## src/rtl/seg_scan.sv

```systemverilog
// Four-digit multiplexed seven-segment scanner with frame-synchronous display
// updates and optional leading-zero blanking.
module seg_scan #(
  parameter logic [15:0] SCAN_DIV = 16'd50000
) (
  input  logic        clock,
  input  logic        reset,
  input  logic [15:0] data_in,
  input  logic        load,
  input  logic        blank_lz,
  output logic [6:0]  seg,
  output logic [3:0]  ga,
  output logic        updated
);

  localparam logic [15:0] RC_LAST = SCAN_DIV - 16'd1;
  localparam logic [1:0]  DI_LAST = 2'd3;
  localparam logic [6:0]  SEG_OFF = 7'h7F;
  localparam logic [3:0]  GA_OFF  = 4'hF;

  logic [15:0] rc_r;
  logic [1:0]  di_r;
  logic [15:0] shadow_r;
  logic [15:0] disp_r;
  logic        pending_r;

  logic        tick_s;
  logic        fb_s;
  logic [3:0]  nib_s;
  logic        blank_s;

  // Active-low {g,f,e,d,c,b,a} pattern for one hex nibble.
  function automatic logic [6:0] hex_decode(input logic [3:0] nib);
    case (nib)
      4'h0:    hex_decode = 7'h40;
      4'h1:    hex_decode = 7'h79;
      4'h2:    hex_decode = 7'h24;
      4'h3:    hex_decode = 7'h30;
      4'h4:    hex_decode = 7'h19;
      4'h5:    hex_decode = 7'h12;
      4'h6:    hex_decode = 7'h02;
      4'h7:    hex_decode = 7'h78;
      4'h8:    hex_decode = 7'h00;
      4'h9:    hex_decode = 7'h10;
      4'hA:    hex_decode = 7'h08;
      4'hB:    hex_decode = 7'h03;
      4'hC:    hex_decode = 7'h46;
      4'hD:    hex_decode = 7'h21;
      4'hE:    hex_decode = 7'h06;
      4'hF:    hex_decode = 7'h0E;
      default: hex_decode = SEG_OFF;
    endcase
  endfunction

  // Active-low one-cold digit enable for a digit index.
  function automatic logic [3:0] digit_enable(input logic [1:0] idx);
    case (idx)
      2'd0:    digit_enable = 4'hE;
      2'd1:    digit_enable = 4'hD;
      2'd2:    digit_enable = 4'hB;
      2'd3:    digit_enable = 4'h7;
      default: digit_enable = GA_OFF;
    endcase
  endfunction

  // Scan timing strobes, current nibble and blanking decision.
  always_comb begin
    tick_s  = (rc_r == RC_LAST);
    fb_s    = tick_s && (di_r == DI_LAST);
    nib_s   = 4'h0;
    blank_s = 1'b0;
    case (di_r)
      2'd0: begin
        nib_s   = disp_r[3:0];
        blank_s = 1'b0;
      end
      2'd1: begin
        nib_s   = disp_r[7:4];
        blank_s = blank_lz && (disp_r[15:4] == 12'h000);
      end
      2'd2: begin
        nib_s   = disp_r[11:8];
        blank_s = blank_lz && (disp_r[15:8] == 8'h00);
      end
      2'd3: begin
        nib_s   = disp_r[15:12];
        blank_s = blank_lz && (disp_r[15:12] == 4'h0);
      end
      default: begin
        nib_s   = 4'h0;
        blank_s = 1'b0;
      end
    endcase
  end

  // Refresh counter and digit index.
  always_ff @(posedge clock or posedge reset) begin
    if (reset) begin
      rc_r <= 16'd0;
      di_r <= 2'd0;
    end else if (tick_s) begin
      rc_r <= 16'd0;
      di_r <= di_r + 2'd1;
    end else begin
      rc_r <= rc_r + 16'd1;
      di_r <= di_r;
    end
  end

  // Shadow capture; disp only changes on a frame boundary so a frame never mixes values.
  always_ff @(posedge clock or posedge reset) begin
    if (reset) begin
      shadow_r  <= 16'h0000;
      disp_r    <= 16'h0000;
      pending_r <= 1'b0;
      updated   <= 1'b0;
    end else if (fb_s && load) begin
      shadow_r  <= data_in;
      disp_r    <= data_in;
      pending_r <= 1'b0;
      updated   <= 1'b1;
    end else if (fb_s && pending_r) begin
      shadow_r  <= shadow_r;
      disp_r    <= shadow_r;
      pending_r <= 1'b0;
      updated   <= 1'b1;
    end else if (load) begin
      shadow_r  <= data_in;
      disp_r    <= disp_r;
      pending_r <= 1'b1;
      updated   <= 1'b0;
    end else begin
      shadow_r  <= shadow_r;
      disp_r    <= disp_r;
      pending_r <= pending_r;
      updated   <= 1'b0;
    end
  end

  // Registered segment and digit drive, one cycle behind rc/di.
  always_ff @(posedge clock or posedge reset) begin
    if (reset) begin
      seg <= SEG_OFF;
      ga  <= GA_OFF;
    end else if (blank_s) begin
      seg <= SEG_OFF;
      ga  <= GA_OFF;
    end else begin
      seg <= hex_decode(nib_s);
      ga  <= digit_enable(di_r);
    end
  end

endmodule
```

## config.mk

```make
export PLATFORM = sky130hd
export DESIGN_NAME = seg_scan
export DESIGN_NICKNAME = d
export VERILOG_FILES = /design/src/rtl/seg_scan.sv
export SDC_FILE = /design/constraint.sdc
export NUM_CORES = 1
export LEC_CHECK = 0
export BUFFER_PORTS_ARGS = -buffer_cell sky130_fd_sc_hd__buf_2
export CAP_MARGIN = 20
export CORE_MARGIN = 2
export CORE_UTILIZATION = 30
export DETAILED_ROUTE_END_ITERATION = 8
export PLACE_DENSITY = 0.49
export SLEW_MARGIN = 0
export SYNTH_ARGS = -nofsm -noshare
export SYNTH_HDL_FRONTEND = slang
export SYNTH_SLANG_ARGS = --single-unit
```

## constraint.sdc

```tcl
create_clock -name clock -period 2.15 [get_ports clock]
set_input_delay 0 -clock clock [delete_from_list [all_inputs] [get_ports clock]]
set_output_delay 0 -clock clock [all_outputs]
set_load 0.01 [all_outputs]
```

==> impl_table.tex, run 1 <==
\begin{tabular}{lr}
\hline
Metric & Value \\
\hline
\multicolumn{2}{l}{\textbf{Floorplan}} \\
Standard-cell rows & 36 \\
Height of the die & 103 um \\
Die outline width & 103 um \\
Core area & 0.00968 mm\^{}2 \\
Initial core utilization & 30.6\% \\
I/O pin count & 32 \\
Floorplan die area & 0.0107 mm\^{}2 \\
\multicolumn{2}{l}{\textbf{Critical path}} \\
Critical path's slowest cell & a222oi\_1 \\
Worst reg2reg path endpoint & seg[6] \\
Sort of element at the start of the critical path & flop \\
Crit path DAT & 2.37 ns \\
Setup slack on the worst flop-to-flop path & 0.03 ns \\
Worst stage delay on the critical path & 0.50 ns \\
Required time of the critical path & 2.39 ns \\
Beginning of the worst register-to-register path & di\_r[1] \\
Family with the most delay on the worst path & compound AO/OA/AOI/OAI gates \\
Worst-path cell chain & inv\_4 -> ha\_4 -> a222oi\_1 -> a21oi\_2 -> buf\_4 -> ha\_2 -> inv\_2 -> nor2\_2 -> a21oi\_1 -> o221ai\_1 \\
Crit-path max FO & 5 \\
Type of the worst setup path & flop to flop \\
Path length in cells of the critical path & 10 \\
Worst-case reg-to-reg path depth & 10 \\
Crit path capture type & flop \\
Number of buffers and inverters on the critical path & 3 \\
\multicolumn{2}{l}{\textbf{Power}} \\
Total power per unit cell area & 635 mW/mm\^{}2 \\
Leakage component of the power & 1.65 nW \\
Internal power & 0.00184 W \\
Switching share of total power & 24.1\% \\
Clock network fraction of total power & 43.7\% \\
Worst-case vdd ir drop & 338 uV \\
NetSw & 0.000582 W \\
Share of total power in combinational logic & 5.2\% \\
Flop pwr share & 51.1\% \\
Tot Pwr & 0.00242 W \\
\multicolumn{2}{l}{\textbf{Clock tree}} \\
Total CTS buffers & 9 \\
Bufs on Longest Clock Path & 2 \\
Sink Count & 63 \\
Clock latency of the later-clocked register in the worst-skew pair & 0.34 ns \\
Count of H-tree levels built during CTS & 3 \\
Clock transition at path regs & 0.08 ns \\
Setup repair bufs after CTS & 0 \\
Root buffer selected by CTS & clkbuf\_8 \\
TritonCTS clock tree & built \\
\multicolumn{2}{l}{\textbf{Timing}} \\
Worst Max-Slew Pin Slew & 0.677 ns \\
Unrepaired setup endpoints after global routing & yes \\
Ratio of final minimum period to clock period & 98.7\% \\
Number of max-slew violations in the final report & 0 \\
Final number of setup-violating endpoints & 0 \\
Worst slew margin relative to its limit & 54.8\% \\
Maximum clock skew at final layout & 0.0117 ns \\
Final hold viol count & 0 \\
Max frequency & 471 MHz \\
Minimum clock period after layout & 2.12 ns \\
\multicolumn{2}{l}{\textbf{Finish}} \\
Count of antenna diodes in the layout & 0 \\
Post-layout nets & 355 \\
Number of non-filler instances in the completed layout & 462 \\
Final design area excluding fillers & 0.00381 mm\^{}2 \\
Fraction of layout instances using a drive strength above 1 & 35.6\% \\
Synthesis-to-layout area growth & 28.4\% \\
\multicolumn{2}{l}{\textbf{Placement}} \\
Post-DP HPWL & 4.13 mm \\
Placed Instance Area & 0.00336 mm\^{}2 \\
Number of buffers added on ports & 31 \\
Inst Count DP & 428 \\
Final weighted congestion in routability-driven placement & 0.749 \\
\multicolumn{2}{l}{\textbf{Drt}} \\
DRC violation total after the first TritonRoute iteration & 61 \\
Final wirelength & 6.09 mm \\
Detailed-route vias per instance & 4.67 \\
Antenna-violating nets left & 0 \\
Residual DRC & 0 \\
Number of vias in the routed layout & 2157 \\
1st-pass router iterations & 4 \\
Mean routed wirelength per cell & 13.2 um \\
\multicolumn{2}{l}{\textbf{Global routing}} \\
Number of antenna violations at the first check in global routing & 0 \\
First-pass GRT wire length & 10.3 mm \\
Vias in the first global route & 2146 \\
Remaining Overflow, GRT & 0 \\
Largest net degree at the start of global routing & 64 \\
Gr usage total & 12.6\% \\
\multicolumn{2}{l}{\textbf{Synth}} \\
Ys async rst share & 100\% \\
Gate count of the mapped netlist & 263 \\
Post-synthesis cell area & 0.00297 mm\^{}2 \\
Yosys Warn Count & 0 \\
Number of distinct library cells after synthesis & 42 \\
Largest cells by area after synthesis & dfrtp\_1, dfstp\_2, mux2\_2, ha\_1, nand3\_1 \\
Part of the Yosys area used for sequential elements & 53.6\% \\
Top cell type's share of synthesized area & 43.8\% \\
Number of flops mapped to enable cells by yosys & 0 \\
Mapped Nets & 294 \\
Mean area per synthesized cell & 11.3 um\^{}2 \\
Most area-hungry cell type in the Yosys netlist & dfrtp\_1 \\
Seq cells post-synth & 63 \\
Most used DFF post-synth & dfrtp\_1 \\
\multicolumn{2}{l}{\textbf{Hold path}} \\
Worst Hold Path Cells & 3 \\
Startpoint of the most critical hold path & load \\
Class of the worst hold path & primary input to flop \\
Endpoint, Worst Hold & disp\_r[1] \\
\multicolumn{2}{l}{\textbf{Status}} \\
Result of the run & finished clean \\
\multicolumn{2}{l}{\textbf{Job}} \\
Max-Cap Viols & 0 \\
\hline
\end{tabular}
## worst reg2reg max path, cell delays in order (launching register included)
cell	delay [ns]
dfrtp_2	0.44
inv_4	0.06
ha_4	0.17
a222oi_1	0.50
a21oi_2	0.13
buf_4	0.18
ha_2	0.17
inv_2	0.07
nor2_2	0.05
a21oi_1	0.14
o221ai_1	0.12
## synth_stat cells, types with 2 or more instances
cell	count
buf_1	2
nand4_1	2
nand2b_1	2
ha_1	11
and3_1	4
o221ai_1	4
dfrtp_1	52
dfstp_2	11
a222oi_1	3
mux2_2	23
inv_1	12
clkbuf_1	7
nor2b_1	4
a21o_1	2
nor2_1	16
buf_2	2
mux2i_1	2
o211ai_1	2
a21oi_1	6
xor2_1	4
xnor2_1	9
nor3_1	2
o21ai_0	6
nand3_1	25
nand2_1	22
a32oi_1	9
nor4_1	4
## power groups by stage
stage                     Sequential, W  Combinational (W)  Clock (W)
final                           0.00124           0.000127    0.00106
after global routing            0.00124           0.000144    0.00113
after CTS                       0.00124           0.000131    0.00109
after detailed placement        0.00126           0.000106          0
after global placement          0.00126           0.000104          0
after floorplan                 0.00125          0.0000663          0
## logic make-up after synthesis
family | after synthesis | synth area share, %
and+or+nand+nor | 89 | 15.9
DFF | 63 | 53.6
AOI/OAI and AO/OA | 36 | 8.85
muxes | 26 | 9.78
buffers and inverters | 25 | 3.37
xor gates and xnor gates | 13 | 3.84
adders and majority gates | 11 | 4.64
## repair_timing
item,CTS,global route
endpoints found under the setup margin,4,6
hold buffers,18,0
endpoints found under the hold margin,78,0
cloned,0,0
resized for setup,1,22
pin swaps,0,4
## layout make-up
cell class	count	area, um^2
Fill cell	952	5870
Sequential cell	63	1590
Multi-Input combinational cell	175	1340
Timing Repair Buffer	62	458
Tap cell	133	166
Clock buffer	9	124
Clock inverter	7	80.1
Inverter	13	51.3
## through the flow
step | setup TNS, ns | setup slack (ns) | utilization (%) | hold slack (ns)
6_report | 0 | 0.0284 | 39.3 | 0.0623
5_1_grt | -0.283 | -0.0790 | 39.3 | 0.0873
4_1_cts | 0 | 0.0545 | 38.7 | 0.0471
3_5_place_dp | -0.00838 | -0.00659 | 34.7 | 0.105
3_3_place_gp | 0 | 0.0630 | 34.7 | 0.0915
2_1_floorplan | 0 | 0.175 | - | 0.123
## worst max-delay path by stage
stage	startpoint	endpoint	slack, ns
2_1_floorplan	di_r[0]	seg[6]	0.17
3_3_place_gp	di_r[0]	seg[0]	0.06
3_5_place_dp	di_r[0]	seg[3]	-0.007
4_1_cts	di_r[0]	seg[6]	0.05
5_1_grt	di_r[1]	seg[5]	-0.08
6_report	di_r[1]	seg[6]	0.03
## registers in the layout (all words and copies together), names as in the netlist
register and cells:
rc_r 16, disp_r 16, updated 1, shadow_r 16
seg 7, pending_r 1, di_r 2, ga 4
## layout by cell type (no fill, tap or decap), types with 3 or more instances in the layout
cell	count
a21oi_1	3
a21oi_2	3
a222oi_1	3
a32oi_1	9
and3_1	4
buf_2	31
buf_4	11
clkbuf_8	9
dfrtp_1	50
dfstp_2	11
dlygate4sd3_1	18
ha_1	6
ha_4	3
inv_1	6
inv_2	6
mux2_2	23
nand2_1	22
nand3_1	25
nor2_1	15
nor2b_1	4
nor4_1	4
o21ai_0	5
o221ai_1	4
xnor2_1	9
xor2_1	4
## routing by layer
layer / vias up / part of all wire [%] / global-route usage [%]
met5: - / 0 / 0
met4: 0 / 2.3 / 5.87
met3: 13 / 3.3 / 2.89
met2: 41 / 44 / 18.7
met1: 1042 / 50 / 17.3
li1: 1061 / - / -
Power figures use the tool's default switching activity.
==> run 2: changes to the inputs <==
- PLACE_DENSITY: 0.49 -> default
==> run 2 against run 1 <==
  * First-iteration DRC count is 64% higher
  * Sequential share of layout area decreased by 0.28 points
  * Utilization grew 0.23 points
  * Fmax is 3.1% higher
  * Die area did not move
  * Final area rose by 0.59%
  * Clock power about the same
  * Hold slack better by 0.13 ns
  * Via count grew 2.1%
  * Register-to-register slack improved by 0.06 ns
  * Clock-buffer cell count increased by 1
==> impl_table.tex, run 2 (synthesis results as in run 1) <==
\begin{tabular}{lr}
\hline
Metric & Value \\
\hline
\multicolumn{2}{l}{\textbf{Drt}} \\
DRC violation total after the first TritonRoute iteration & 100 (was 61) \\
Number of vias in the routed layout & 2203 (was 2157) \\
Mean routed wirelength per cell & 13.3 um (was 13.2 um) \\
Residual DRC & 0 (unchanged) \\
Antenna-violating nets left & 0 (unchanged) \\
1st-pass router iterations & 4 (unchanged) \\
Final wirelength & 6.21 mm (was 6.09 mm) \\
Detailed-route vias per instance & 4.73 (was 4.67) \\
\multicolumn{2}{l}{\textbf{Global routing}} \\
Largest net degree at the start of global routing & 30 (was 64) \\
Remaining Overflow, GRT & 0 (unchanged) \\
Gr usage total & 13.0\% (was 12.6\%) \\
First-pass GRT wire length & 10.6 mm (was 10.3 mm) \\
Number of antenna violations at the first check in global routing & 0 (unchanged) \\
Vias in the first global route & 2180 (was 2146) \\
\multicolumn{2}{l}{\textbf{Critical path}} \\
Number of buffers and inverters on the critical path & 2 (was 3) \\
Crit path capture type & flop (unchanged) \\
Critical path's slowest cell & a222oi\_1 (unchanged) \\
Required time of the critical path & 2.42 ns (was 2.39 ns) \\
Worst stage delay on the critical path & 0.48 ns (was 0.50 ns) \\
Sort of element at the start of the critical path & flop (unchanged) \\
Family with the most delay on the worst path & compound AO/OA/AOI/OAI gates (unchanged) \\
Most frequent cell on the critical path & inv\_2 \\
Crit path DAT & 2.33 ns (was 2.37 ns) \\
Worst-path cell chain & inv\_2 -> ha\_4 -> a222oi\_1 -> a21oi\_4 -> inv\_2 -> ha\_1 -> nor2\_1 -> a211oi\_1 -> o21ai\_0 (was inv\_4 -> ha\_4 -> a222oi\_1 -> a21oi\_2 -> buf\_4 -> ha\_2 -> inv\_2 -> nor2\_2 -> a21oi\_1 -> o221ai\_1) \\
Crit-path max FO & 5 (unchanged) \\
Type of the worst setup path & flop to flop (unchanged) \\
\multicolumn{2}{l}{\textbf{Timing}} \\
Final hold viol count & 0 (unchanged) \\
Worst Max-Slew Pin Slew & 0.664 ns (was 0.677 ns) \\
Ratio of final minimum period to clock period & 95.7\% (was 98.7\%) \\
Maximum clock skew at final layout & 0.00688 ns (was 0.0117 ns) \\
Minimum clock period after layout & 2.06 ns (was 2.12 ns) \\
Number of max-slew violations in the final report & 0 (unchanged) \\
Unrepaired setup endpoints after global routing & yes (unchanged) \\
Final number of setup-violating endpoints & 0 (unchanged) \\
Worst hold slack & 0.195 ns (was 0.0623 ns) \\
Worst slew margin relative to its limit & 55.6\% (was 54.8\%) \\
Max frequency & 486 MHz (was 471 MHz) \\
\multicolumn{2}{l}{\textbf{Floorplan}} \\
Die outline width & 103 um (unchanged) \\
Height of the die & 103 um (unchanged) \\
Initial core utilization & 30.6\% (unchanged) \\
I/O pin count & 32 (unchanged) \\
Core area & 0.00968 mm\^{}2 (unchanged) \\
Floorplan die area & 0.0107 mm\^{}2 (unchanged) \\
Standard-cell rows & 36 (unchanged) \\
\multicolumn{2}{l}{\textbf{Power}} \\
Clock network fraction of total power & 43.9\% (was 43.7\%) \\
Flop pwr share & 51.0\% (was 51.1\%) \\
NetSw & 0.000565 W (was 0.000582 W) \\
Worst-case vdd ir drop & 291 uV (was 338 uV) \\
Leakage component of the power & 1.66 nW (was 1.65 nW) \\
Tot Pwr & 0.00242 W (about the same) \\
Switching share of total power & 23.3\% (was 24.1\%) \\
Internal power & 0.00186 W (was 0.00184 W) \\
Total power per unit cell area & 632 mW/mm\^{}2 (was 635 mW/mm\^{}2) \\
Share of total power in combinational logic & 5.1\% (was 5.2\%) \\
\multicolumn{2}{l}{\textbf{Placement}} \\
Placed Instance Area & 0.00336 mm\^{}2 (about the same) \\
Final weighted congestion in routability-driven placement & 0.790 (was 0.749) \\
Post-DP HPWL & 4.33 mm (was 4.13 mm) \\
Number of buffers added on ports & 31 (unchanged) \\
\multicolumn{2}{l}{\textbf{Finish}} \\
Leading registers by flop count & disp\_r: 16 flops, rc\_r: 16 flops, shadow\_r: 16 flops (unchanged) \\
Most frequent cells in the layout & dfrtp\_1, buf\_2, nand3\_1, mux2\_2, nand2\_1 (unchanged) \\
Post-layout nets & 359 (was 355) \\
Synthesis-to-layout area growth & 29.1\% (was 28.4\%) \\
Count of antenna diodes in the layout & 0 (unchanged) \\
Fraction of layout instances using a drive strength above 1 & 34.2\% (was 35.6\%) \\
Final design utilization & 39.6\% (was 39.3\%) \\
Most common cell after layout, fill and taps aside & dfrtp\_1 (unchanged) \\
Final design area excluding fillers & 0.00383 mm\^{}2 (was 0.00381 mm\^{}2) \\
\multicolumn{2}{l}{\textbf{Status}} \\
Result of the run & finished clean (unchanged) \\
\multicolumn{2}{l}{\textbf{Hold path}} \\
Class of the worst hold path & primary input to flop (unchanged) \\
\multicolumn{2}{l}{\textbf{Clock tree}} \\
Clock transition at path regs & 0.08 ns (about the same) \\
Clock latency of the later-clocked register in the worst-skew pair & 0.34 ns (about the same) \\
Root buffer selected by CTS & clkbuf\_8 (unchanged) \\
Bufs on Longest Clock Path & 2 (unchanged) \\
Total CTS buffers & 9 (unchanged) \\
Count of H-tree levels built during CTS & 3 (unchanged) \\
TritonCTS clock tree & built (unchanged) \\
Sink Count & 63 (unchanged) \\
\multicolumn{2}{l}{\textbf{Job}} \\
Max-Cap Viols & 0 (unchanged) \\
\hline
\end{tabular}
-- run 2: changes by cell type in the layout (fill, tap and decap cells not counted), moves of 2 or more --
cell,delta
buf_4,+5
ha_2,-2
inv_1,+2
a21oi_2,-2
inv_6,-2
-- run 2: layer usage --
| metal | track usage, % | vias to the layer above | routed length [um] |
|---|---|---|---|
| met4 | 5.67 | 0 | 76 |
| met3 | 3.43 | 8 | 237 |
| li1 | - | 1069 | - |
| met5 | 0 | - | 0 |
| met1 | 17.5 | 1075 | 3040 |
| met2 | 19.9 | 51 | 2860 |
-- run 2: worst paths after layout --
| path | startpoint | end | slack [ns] | depth (start not counted) |
|---|---|---|---|---|
| max | di_r[1] | seg[3] | 0.09 | 9 |
| min | load | disp_r[4] | 0.19 | 3 |
| max reg2reg | di_r[1] | seg[3] | 0.09 | 9 |
| min reg2reg | rc_r[15] | rc_r[15] | 0.47 | 1 |
| max in group asynchronous | reset | seg[1] | 1.12 | 4 |
| min in group asynchronous | reset | rc_r[7] | 0.28 | 3 |
-- run 2: worst register-to-register path: stages, from the launching register on --
cell and delay (ns):
dfrtp_1 0.42, inv_2 0.08, ha_4 0.18, a222oi_1 0.48, a21oi_4 0.13, inv_2 0.08, ha_1 0.24, nor2_1 0.11
a211oi_1 0.06, o21ai_0 0.19
-- run 2: repair_timing --
item                                    in CTS  in global routing
endpoints found under the setup margin       6                  7
hold buffers                                18                  0
buffers inserted                             0                  3
cloned                                       0                  0
hold endpoints to repair                    53                  0
pin swaps                                    0                  3
resized for setup                            2                 15
-- run 2: final cells by class --
type | instances | area [um^2]
sequential | 63 | 1590
multi-input combinational | 175 | 1340
fill | 957 | 5850
clock inverter | 6 | 70.1
timing repair buffer | 66 | 475
tap | 133 | 166
clock buffer | 10 | 138
inverter | 13 | 48.8
-- run 2: metrics by stage --
step / setup WS [ns] / std cells / setup TNS (ns)
after detailed placement: -0.0681 / 429 / -0.160
after CTS: 0.0584 / 463 / 0
final: 0.0922 / 466 / 0
after global placement: 0.0831 / 429 / 0
after floorplan: 0.175 / 263 / 0
after global routing: -0.0274 / 466 / -0.0494
-- run 2: power by group through the flow --
stage	clock (W)	sequential, W	combinational, W
finish	0.00106	0.00124	0.000124
global route	0.00114	0.00124	0.000138
CTS	0.00109	0.00124	0.000127
detailed placement	0	0.00126	0.000103
global placement	0	0.00126	0.000100
floorplan	0	0.00125	0.0000663
==> run 3: changes to the inputs <==
==> constraint.sdc (replaced) <==
create_clock -name clock -period 2.15 [get_ports clock]
set_input_delay 0.3225 -clock clock [delete_from_list [all_inputs] [get_ports clock]]
set_output_delay 0.3225 -clock clock [all_outputs]
set_load 0.01 [all_outputs]
==> run 3 against run 2 <==
  * Sequential share of layout area rose by 1.9 points
  * Final area fell by 4.4%
  * Non-clock buffer count fell by 18
  * Utilization fell by 1.7 points
  * Critical path type unchanged
  * Critical path depth fell by 1
  * Via count fell by 4.9%
  * Cell count fell by 3.9%
  * Clock skew rose by 0.0044 ns
==> impl_table.tex, run 3 (synthesis results as in run 1) <==
\begin{tabular}{lr}
\hline
Metric & Value \\
\hline
\multicolumn{2}{l}{\textbf{Status}} \\
Result of the run & finished clean (unchanged) \\
\multicolumn{2}{l}{\textbf{Finish}} \\
Count of antenna diodes in the layout & 0 (unchanged) \\
Final design utilization & 37.8\% (was 39.6\%) \\
Most common cell after layout, fill and taps aside & dfrtp\_1 (unchanged) \\
Sequential standard cell area & 0.00159 mm\^{}2 (unchanged) \\
Post-layout nets & 341 (was 359) \\
Multi-input gate area in the final layout & 0.00132 mm\^{}2 (was 0.00134 mm\^{}2) \\
Synthesis-to-layout area growth & 23.5\% (was 29.1\%) \\
Final design area excluding fillers & 0.00366 mm\^{}2 (was 0.00383 mm\^{}2) \\
Filler cells & 934 (was 957) \\
Most frequent cells in the layout & dfrtp\_1, buf\_2, nand3\_1, mux2\_2, nand2\_1 (unchanged) \\
Leading registers by flop count & disp\_r: 16 flops, rc\_r: 16 flops, shadow\_r: 16 flops (unchanged) \\
Fraction of layout instances using a drive strength above 1 & 36.8\% (was 34.2\%) \\
\multicolumn{2}{l}{\textbf{Drt}} \\
Number of vias in the routed layout & 2094 (was 2203) \\
Final wirelength & 5.92 mm (was 6.21 mm) \\
Antenna-violating nets left & 0 (unchanged) \\
Mean routed wirelength per cell & 13.2 um (was 13.3 um) \\
Residual DRC & 0 (unchanged) \\
DRC violation total after the first TritonRoute iteration & 60 (was 100) \\
Detailed-route vias per instance & 4.67 (was 4.73) \\
1st-pass router iterations & 4 (unchanged) \\
\multicolumn{2}{l}{\textbf{Critical path}} \\
Setup slack on the worst flop-to-flop path & 0.08 ns (was 0.09 ns) \\
Crit path capture type & flop (unchanged) \\
Sort of element at the start of the critical path & flop (unchanged) \\
Family with the most delay on the worst path & compound AO/OA/AOI/OAI gates (unchanged) \\
Number of buffers and inverters on the critical path & 2 (unchanged) \\
Type of the worst setup path & flop to flop (unchanged) \\
Critical path's slowest cell & a222oi\_1 (unchanged) \\
Worst stage delay on the critical path & 0.52 ns (was 0.48 ns) \\
Path length in cells of the critical path & 8 (was 9) \\
Worst reg2reg path endpoint & seg[0] (was seg[3]) \\
Beginning of the worst register-to-register path & di\_r[0] (was di\_r[1]) \\
Crit-path max FO & 6 (was 5) \\
Worst setup path startpoint & di\_r[0] (was di\_r[1]) \\
Most frequent cell on the critical path & ha\_2 (was inv\_2) \\
Worst-path cell chain & ha\_2 -> a222oi\_1 -> a21oi\_4 -> inv\_2 -> buf\_4 -> ha\_2 -> nor3\_1 -> o31ai\_1 (was inv\_2 -> ha\_4 -> a222oi\_1 -> a21oi\_4 -> inv\_2 -> ha\_1 -> nor2\_1 -> a211oi\_1 -> o21ai\_0) \\
Required time of the critical path & 2.41 ns (was 2.42 ns) \\
Worst-case reg-to-reg path depth & 8 (was 9) \\
Crit path DAT & 2.33 ns (about the same) \\
Capture point of the critical path & seg[0] (was seg[3]) \\
\multicolumn{2}{l}{\textbf{Power}} \\
Leakage component of the power & 1.60 nW (was 1.66 nW) \\
Worst-case vdd ir drop & 267 uV (was 291 uV) \\
Internal power & 0.00196 W (was 0.00186 W) \\
Flop pwr share & 49.7\% (was 51.0\%) \\
Clock network fraction of total power & 46.1\% (was 43.9\%) \\
NetSw & 0.000533 W (was 0.000565 W) \\
Tot Pwr & 0.00249 W (was 0.00242 W) \\
Switching share of total power & 21.4\% (was 23.3\%) \\
Share of total power in combinational logic & 4.2\% (was 5.1\%) \\
Total power per unit cell area & 679 mW/mm\^{}2 (was 632 mW/mm\^{}2) \\
\multicolumn{2}{l}{\textbf{Timing}} \\
Unrepaired setup endpoints after global routing & yes (unchanged) \\
Worst path setup slack after routing & 0.0807 ns (was 0.0922 ns) \\
Final TNS setup & 0 ns (unchanged) \\
Ratio of final minimum period to clock period & 96.2\% (was 95.7\%) \\
Max frequency & 483 MHz (was 486 MHz) \\
Worst slew margin relative to its limit & 56.5\% (was 55.6\%) \\
Minimum clock period after layout & 2.07 ns (was 2.06 ns) \\
Number of max-slew violations in the final report & 0 (unchanged) \\
Maximum clock skew at final layout & 0.0113 ns (was 0.00688 ns) \\
Worst Max-Slew Pin Slew & 0.651 ns (was 0.664 ns) \\
Final number of setup-violating endpoints & 0 (unchanged) \\
Final hold viol count & 0 (unchanged) \\
\multicolumn{2}{l}{\textbf{Clock tree}} \\
Root buffer selected by CTS & clkbuf\_8 (unchanged) \\
TritonCTS clock tree & built (unchanged) \\
Clock transition at path regs & 0.08 ns (about the same) \\
Total CTS buffers & 9 (unchanged) \\
Sink Count & 63 (unchanged) \\
Bufs on Longest Clock Path & 2 (unchanged) \\
Count of H-tree levels built during CTS & 3 (unchanged) \\
Clock latency of the later-clocked register in the worst-skew pair & 0.34 ns (about the same) \\
\multicolumn{2}{l}{\textbf{Floorplan}} \\
Die outline width & 103 um (unchanged) \\
Initial core utilization & 30.6\% (unchanged) \\
Core area & 0.00968 mm\^{}2 (unchanged) \\
Height of the die & 103 um (unchanged) \\
Floorplan die area & 0.0107 mm\^{}2 (unchanged) \\
I/O pin count & 32 (unchanged) \\
Standard-cell rows & 36 (unchanged) \\
\multicolumn{2}{l}{\textbf{Placement}} \\
Placed Instance Area & 0.00336 mm\^{}2 (about the same) \\
Number of buffers added on ports & 31 (unchanged) \\
Post-DP HPWL & 4.06 mm (was 4.33 mm) \\
Placement-stage worst setup slack & -0.0308 ns (was -0.0681 ns) \\
Final weighted congestion in routability-driven placement & 0.787 (was 0.790) \\
\multicolumn{2}{l}{\textbf{Global routing}} \\
Largest net degree at the start of global routing & 42 (was 30) \\
Number of antenna violations at the first check in global routing & 0 (unchanged) \\
Vias in the first global route & 1970 (was 2180) \\
First-pass GRT wire length & 9.78 mm (was 10.6 mm) \\
Remaining Overflow, GRT & 0 (unchanged) \\
Gr usage total & 12.1\% (was 13.0\%) \\
\multicolumn{2}{l}{\textbf{Hold path}} \\
Class of the worst hold path & primary input to flop (unchanged) \\
\multicolumn{2}{l}{\textbf{Job}} \\
Max-Cap Viols & 0 (unchanged) \\
\hline
\end{tabular}
-- run 3: cell types whose count changed in the layout (fill, tap and decap cells not counted), moves of 2 or more --
cell,delta
ha_2,+3
ha_4,-3
dlygate4sd3_1,-17
buf_4,-2
clkinv_4,-2
-- run 3: worst min-delay path by stage --
stage / slack (ns) / cells past startpoint / to / from
floorplan: 0.44 / 1 / rc_r[15] / rc_r[15]
global placement: 0.37 / 2 / rc_r[9] / reset
detailed placement: 0.38 / 2 / rc_r[9] / reset
CTS: 0.21 / 3 / ga[3] / blank_lz
global route: 0.20 / 2 / shadow_r[10] / data_in[10]
finish: 0.23 / 2 / shadow_r[8] / data_in[8]
-- run 3: layout make-up --
class / count / area share (%)
Clock buffer: 11 / 3.86
Clock inverter: 5 / 2.25
Inverter: 13 / 1.33
Multi-Input combinational cell: 175 / 36.1
Sequential cell: 63 / 43.4
Tap cell: 133 / 4.54
Timing Repair Buffer: 48 / 8.47
-- run 3: per-stage QoR --
stage	hold slack, ns	std cells
after CTS	0.211	445
after global placement	0.374	428
after detailed placement	0.380	428
after global routing	0.200	448
after floorplan	0.441	263
final	0.229	448
-- run 3: layer usage --
layer	part of all wire, %	up-vias	track usage (%)
met2	44	42	16.8
met1	51	1020	17.3
met3	4.6	5	5.11
met4	0.89	0	3.04
li1	-	1027	-
met5	0	-	0
-- run 3: power by group through the flow --
stage / logic (W) / clock network [W] / registers, W
floorplan: 0.0000663 / 0 / 0.00125
global placement: 0.000103 / 0 / 0.00126
detailed placement: 0.000105 / 0 / 0.00126
CTS: 0.000107 / 0.00119 / 0.00124
global route: 0.000116 / 0.00125 / 0.00124
finish: 0.000103 / 0.00115 / 0.00124
-- run 3: what timing repair did --
item                                   4_1_cts  5_1_grt
resized for setup                            2       16
hold buffers                                 1        0
setup endpoints to repair                    6        6
gates cloned                                 0        0
pin swaps                                    0        4
setup buffers                                0        3
endpoints found under the hold margin        2        0
